==> config.mk <==
export PLATFORM = sky130hd
export DESIGN_NAME = fact_mmio
export DESIGN_NICKNAME = d
export VERILOG_FILES = /design/src/rtl/fact_mmio.sv
export SDC_FILE = /design/constraint.sdc
export NUM_CORES = 1
export LEC_CHECK = 0
export CAP_MARGIN = 15
export CORE_UTILIZATION = 50
export CTS_BUF_LIST = sky130_fd_sc_hd__clkbuf_4 sky130_fd_sc_hd__clkbuf_8 sky130_fd_sc_hd__clkbuf_16
export CTS_CLUSTER_DIAMETER = 80
export CTS_CLUSTER_SIZE = 25
export DETAILED_ROUTE_END_ITERATION = 7
export PLACE_DENSITY = 0.88
export SLEW_MARGIN = 15
export SYNTH_ARGS = -nofsm -noshare
export SYNTH_HDL_FRONTEND = slang
export SYNTH_SLANG_ARGS = --single-unit
==> constraint.sdc <==
create_clock -name clk -period 4.27 [get_ports clk]
set_input_delay 0.854 -clock clk [delete_from_list [all_inputs] [get_ports clk]]
set_output_delay 0.854 -clock clk [all_outputs]
set_load 0.01 [all_outputs]
==> src/rtl/fact_mmio.sv <==
// rtl/fact_mmio.sv - memory-mapped iterative factorial accelerator (optional FACT_OVF_ERR_EN overflow error)
module fact_mmio #(
    parameter logic [31:0] BASE = 32'h0000_0800,
    parameter int          NW   = 4
) (
    input  logic        clk,
    input  logic        rst,
    input  logic        we,
    input  logic [31:0] a,
    input  logic [31:0] wd,
    output logic [31:0] rd
);

    typedef enum logic [1:0] {IDLE, BUSY, DONE} state_t;

    state_t          state;
    logic [NW-1:0]   n_reg;
    logic [NW-1:0]   cnt;
    logic [31:0]     prod;
    logic [31:0]     result;
    logic            done;
    logic            err;

    logic            hit;
    logic [1:0]      sel;
    logic            wr_n;
    logic            start;
    logic            busy;
    logic [31:0]     n_ext;
    logic [31:0]     cnt_ext;
    logic            unused_bits;

    assign hit     = (a[31:4] == BASE[31:4]);
    assign sel     = a[3:2];
    assign wr_n    = we && hit && (sel == 2'd0);
    assign start   = we && hit && (sel == 2'd1) && wd[0];
    assign busy    = (state == BUSY);
    assign n_ext   = {{(32-NW){1'b0}}, n_reg};
    assign cnt_ext = {{(32-NW){1'b0}}, cnt};
    assign unused_bits = ^{a[1:0], wd[31:NW]};

    always_comb begin
        rd = 32'd0;
        if (hit) begin
            case (sel)
                2'd0:    rd = n_ext;
                2'd2:    rd = {29'd0, err, busy, done};
                2'd3:    rd = result;
                default: rd = 32'd0;
            endcase
        end
    end

    always_ff @(posedge clk) begin
        if (rst) begin
            state  <= IDLE;
            n_reg  <= '0;
            cnt    <= '0;
            prod   <= 32'd1;
            result <= 32'd0;
            done   <= 1'b0;
            err    <= 1'b0;
        end else begin
            // N stays writable while busy; the running cnt is a private copy
            if (wr_n)
                n_reg <= wd[NW-1:0];
            case (state)
                IDLE, DONE: begin
                    if (start) begin
                        cnt  <= n_reg;
                        prod <= 32'd1;
                        err  <= 1'b0;
                        done <= 1'b0;
                        state <= BUSY;
`ifdef FACT_OVF_ERR_EN
                        // 13! and above cannot fit in 32 bits: report instead of computing
                        if (n_ext > 32'd12) begin
                            err    <= 1'b1;
                            result <= 32'd0;
                            done   <= 1'b1;
                            state  <= DONE;
                        end
`endif
                    end
                end
                BUSY: begin
                    if (cnt_ext > 32'd1) begin
                        prod <= prod * cnt_ext;
                        cnt  <= cnt - NW'(1);
                    end else begin
                        result <= prod;
                        done   <= 1'b1;
                        state  <= DONE;
                    end
                end
                default: state <= IDLE;
            endcase
        end
    end

endmodule

Yosys cells after proc, flatten, opt, wreduce, memory -nomap -nowiden:

Index checks and enable logic that the tools add are counted.

* multiplexer cells: 14
* magnitude comparators: 1
* bitwise logic cells: 1
* reductions and logical operators: 12
* $add $sub $neg: 1
* multipliers: 1
* equality and inequality tests: 9

Operators by type and width (count)
* two-way mux 32 bit: 3
* one-hot mux 32 bit (3 select lines): 1
* one-hot mux 32 bit (2 select lines): 1
* multiplier 32 x 4 -> 32 bit: 1
* equality test 28 x 8 -> 1 bit (second input constant): 1
* two-way mux 4 bit: 2
* one-hot mux 4 bit (2 select lines): 1
* equality test 2 bit (second input constant): 3
* AND reduction 3 bit: 2
* equality test 2 x 1 -> 1 bit (second input constant): 2
* > comparator 4 x 1 -> 1 bit (second input constant): 1
* logical AND 1 bit: 4
* zero test 2 bit: 2
* two-way mux 2 bit: 2
* != test 2 bit (second input constant): 2
* one-hot mux 2 bit (2 select lines): 1
* AND reduction 2 bit: 2
* subtractor 4 x 1 -> 4 bit (second input constant): 1
* two-way mux 1 bit: 2
* != test 2 x 1 -> 1 bit (second input constant): 1
* one-hot mux 1 bit (2 select lines): 1
* nonzero test 2 bit: 1
* OR reduction 2 bit: 1
* NOT 1 bit: 1

* flip-flop bits (word level): 75
* word-level logic and storage cells: 45
* output and inout port bits: 32

Longest topological paths before layout:

* depth after elaboration: 6
* depth in mapped cells: 17

Least setup slack after synthesis:

No wires, ideal clock.

* path type: reg-to-reg
* start: register cnt[2]
* end: register prod[31]
* data arrival time: 3.999 ns
* stages on the path, launching flop included: 18
* buffers on the path: 3
* clock period less this slack: 4.059 ns
* required time: 4.210 ns
* setup slack: 0.211 ns
* setup time: 0.060 ns
* cells stage by stage: dfxtp_1 clkbuf_1 clkbuf_1 clkbuf_1 and2_1 fa_1 inv_1 fa_1 inv_1 ha_1 and4_1 and3_1 nand3_1 a21oi_1 o211ai_1 o21ai_0 or4b_2 nand2_1

* longest elaborated chain between the ends: 3
* elaborated cells between the ends (all ways): 6
* those cells by class: 1 x mul; 1 x order compare; 1 x eq/ne; 2 x mux; 1 x reduce/logical

Ends and longest elaborated chain
* from (decl): line 18 `logic [NW-1:0] cnt;`
* from (signal assigned): line 70 `cnt <= n_reg;`
* from (signal assigned): line 89 `cnt <= cnt - NW'(1);`
* multiplier 32 x 4 -> 32 bit / > comparator 4 x 1 -> 1 bit (equally long branches): line 88, 87
* two-way mux 32 bit / != test 2 x 1 -> 1 bit (equally long branches)
* one-hot mux 32 bit (2 select lines) / AND reduction 3 bit (equally long branches)
* to (signal assigned): line 88 `prod <= prod * cnt_ext;`
* to (decl): line 19 `logic [31:0] prod;`

Several ways; a longest one is shown, not always the timed one. The select of a mux whose other input is x is not followed.
A chain may end at the register's enable or synchronous reset.

Final worst setup path:

* start: register cnt[3]
* end: register prod[26]

The elaborated chain is that of the path after synthesis.

==> flow_metrics.tcl <==
set metrics [dict create \
    synth_top_area_share_pct 22.46 \
    clock-root-buffer "clkbuf_16" \
    cts_tree "done" \
    relSlewSlack_pct 47.31 \
    crit_fanout 9 \
    fin_util_pct 62.17 \
    clk_pin_slew_worst_paths_ps 60 \
    cts_hold_buf 0 \
    design_area_mm2 0.007973 \
    p_per_area_mw_per_mm2 216.2 \
    holdWs_ps 447.7 \
    status "finished, final reports clean" \
    required_ps 4510 \
    drc 0 \
    clk_latency_ps 350 \
    hold_viol_final 0 \
    synth-edff-count 0 \
    drt_iter0_markers 576 \
    reg2regPathDepth 16 \
    finalNonFillerCells 1090 \
    grt_overflow 0 \
    drive_above_1_share_pct 5.773 \
    drt-pass1-iter-count 5 \
    cts_setup_buffers 0 \
    io_pins 99 \
    total_power_mw 1.724 \
    holdCritPathClass "register to register" \
    setup_tns_ps 0 \
    period_needed_ps 4136 \
    synthTopCellsByArea "dfxtp_1 22%, fa_1 17%, and2_1 11%" \
    end_kind "register" \
    report.final.slew_viol_count 0 \
    grt_pass1_vias 6170 \
    regToRegSetupSlack_ps 130 \
    synth_cell_types 50 \
    io_buffers 68 \
    slowest_delay_ps 540 \
    syn_area_mm2 0.006686 \
    fmax_mhz 241.8 \
    crit_chain "buf_4, and2_1, fa_1, inv_1, fa_1, inv_1, ha_1, a211oi_1, o21ai_0, a31oi_1, buf_4, o21ai_1, and3_1, a211oi_1, xnor2_1, a22o_1" \
    reg_top3 "prod x32, result x32" \
    start_util_pct 52.14 \
    ys_seq_elements 75 \
    h-tree-depth 3 \
    areaGrowthSynthToFinish_pct 19.24 \
    core_mm2 0.01282 \
    drtAntennaViolNets 0 \
    die_height_um 117.6 \
    place_ws_ps 128.9 \
    crit_type "register to register" \
    place_area_mm2 0.007581 \
    antenna_found_initial 0 \
    gp_congestion 0.8823 \
    final_nets 1071 \
    grt_max_degree 57 \
    yosysTopAreaCell "dfxtp_1" \
    cts_buffers 9 \
    vdd_ir_drop_max_uv 175.0 \
    post_drt_wl_per_cell_um 15.90 \
    clock_sinks 75 \
    p_leak_nw 3.526 \
    dp.cells 1074 \
    rsz0062_at_grt "yes" \
    antenna_cells 0 \
    holdPathEnd "result[19]$_SDFFE_PP0P_" \
    setup_violations 0 \
    synth_fp_nets 1009 \
    worstMarginPinSlew_ps 784.4 \
    async_flop_share_pct 0 \
    hp-start "result[19]$_SDFFE_PP0P_" \
    grt_pass1_wl_mm 29.29 \
    post_synth.cell_area_avg_um2 7.857 \
    grtUsageTotal_pct 26.08 \
    worst_slack_ps 133.7 \
    path_delay_family "adder cells" \
    cts.path.max_buffers 2 \
    hpwl_mm 11.99 \
    min_period_over_period_pct 96.87 \
    cap_violations 0 \
    holdPathStages 2 \
    skew_ps 6.228 \
    r2r-end "prod[26]$_SDFFE_PP0P_" \
    die_w_um 117.6 \
    crit_arrival_ps 4370 \
    vias 6182 \
    r2r_start "cnt[3]$_SDFFE_PP0P_" \
    totalWireLength_mm 17.33 \
    ctsResizeCount 0 \
    dieArea_mm2 0.01384 \
    yosysSeqAreaShare_pct 22.46 \
    rows 41 \
    viasPerCell 5.672 \
    yosysWarnings 0 \
    slowest_stage "fa_1" \
    path_buf_inv 4 \
    synth_cells 851 \
    synth_ff_type "dfxtp_1" \
    crit_path_start_kind "register" \
]
final cells by class:
cell class                      count  area (µm²)
Timing Repair Buffer               90       844.6
Multi-Input combinational cell    622        4604
Inverter                          115       431.7
Clock inverter                      6       136.4
Tap cell                          172       215.2
Fill cell                        1030        4852
Sequential cell                    75        1501
Clock buffer                       10       239.0
cells in the mapped netlist (2+ instances only):
library cell / count
nand2b_1: 5
and2_1: 117
nor2_1: 46
buf_6: 3
xnor2_1: 21
nor4b_1: 2
clkbuf_1: 35
nand2_1: 122
and3_1: 6
inv_1: 115
a211o_1: 2
nor4_1: 11
a21oi_1: 60
dfxtp_1: 75
or2_2: 3
xor2_1: 11
nand3_1: 9
mux2i_1: 4
fa_1: 57
nor3_1: 10
o21ai_0: 27
a22o_1: 17
a22oi_1: 12
ha_1: 34
o211ai_1: 2
a211oi_1: 10
nand4_1: 3
o21bai_1: 2
a21o_1: 8
a31oi_1: 2
how the worst max path moves through the flow:
stage                        startpoint                    end  slack, ps  depth (start not counted)
floorplan           cnt[2]$_SDFFE_PP0P_  prod[31]$_SDFFE_PP0P_        210                         17
global placement    cnt[3]$_SDFFE_PP0P_  prod[31]$_SDFFE_PP0P_        170                         15
detailed placement  cnt[3]$_SDFFE_PP0P_  prod[31]$_SDFFE_PP0P_        130                         15
CTS                 cnt[3]$_SDFFE_PP0P_  prod[31]$_SDFFE_PP0P_         70                         15
global route        cnt[3]$_SDFFE_PP0P_  prod[31]$_SDFFE_PP0P_        -30                         15
finish              cnt[3]$_SDFFE_PP0P_  prod[26]$_SDFFE_PP0P_        130                         16
metal layers:
| metal | GRT usage, % | part of all wire, % | vias up | wire length, µm |
|---|---|---|---|---|
| met1 | 32.44 | 42 | 2947 | 7213 |
| met2 | 44.26 | 47 | 302 | 8196 |
| li1 | - | - | 2870 | - |
| met5 | 0 | 0 | - | 0 |
| met3 | 4.167 | 7.7 | 63 | 1336 |
| met4 | 11.78 | 3.4 | 0 | 586 |
power breakdown:
part	internal (mW)	leakage [nW]	switching, mW
Clock	0.647	0.179	0.321
Sequential	0.699	0.604	0.0000000000445
Combinational	0.0320	2.74	0.0243
cell usage in the layout (no fill, tap or decap), drive strengths merged, types with 4 or more instances in the layout:
cell             n
nand2          122
and2           118
inv            115
dfxtp           75
clkdlybuf4s50   67
a21oi           60
fa              57
nor2            46
ha              34
o21ai           27
buf             23
xnor2           21
a22o            17
a22oi           12
nor4            12
xor2            11
nor3            10
a211oi          10
clkbuf          10
nand3            9
a21o             8
and3             6
nand2b           5
mux2i            4
bufinv           4
kinds of logic (layout without fill, tap and decap cells):
| group | Yosys count | in the layout | synth area share, % |
|---|---|---|---|
| AOI/OAI and AO/OA | 150 | 150 | 14.07 |
| muxes | 5 | 5 | 0.7672 |
| adders and majority gates | 91 | 91 | 23.43 |
| xor gates and xnor gates | 32 | 32 | 4.192 |
| DFF | 75 | 75 | 22.46 |
| buffers and inverters | 154 | 221 | 9.001 |
| and+or+nand+nor | 344 | 344 | 26.09 |
worst register-to-register path, delay by kind of cell, from the launching register on:
kind / cells / cell delay, ps
buf+inv: 4 / 460
fa+ha+maj: 3 / 1440
compound gates: 6 / 1350
xor+xnor: 1 / 100
simple gates: 2 / 390
flops: 1 / 310
Power figures use the tool's default switching activity.
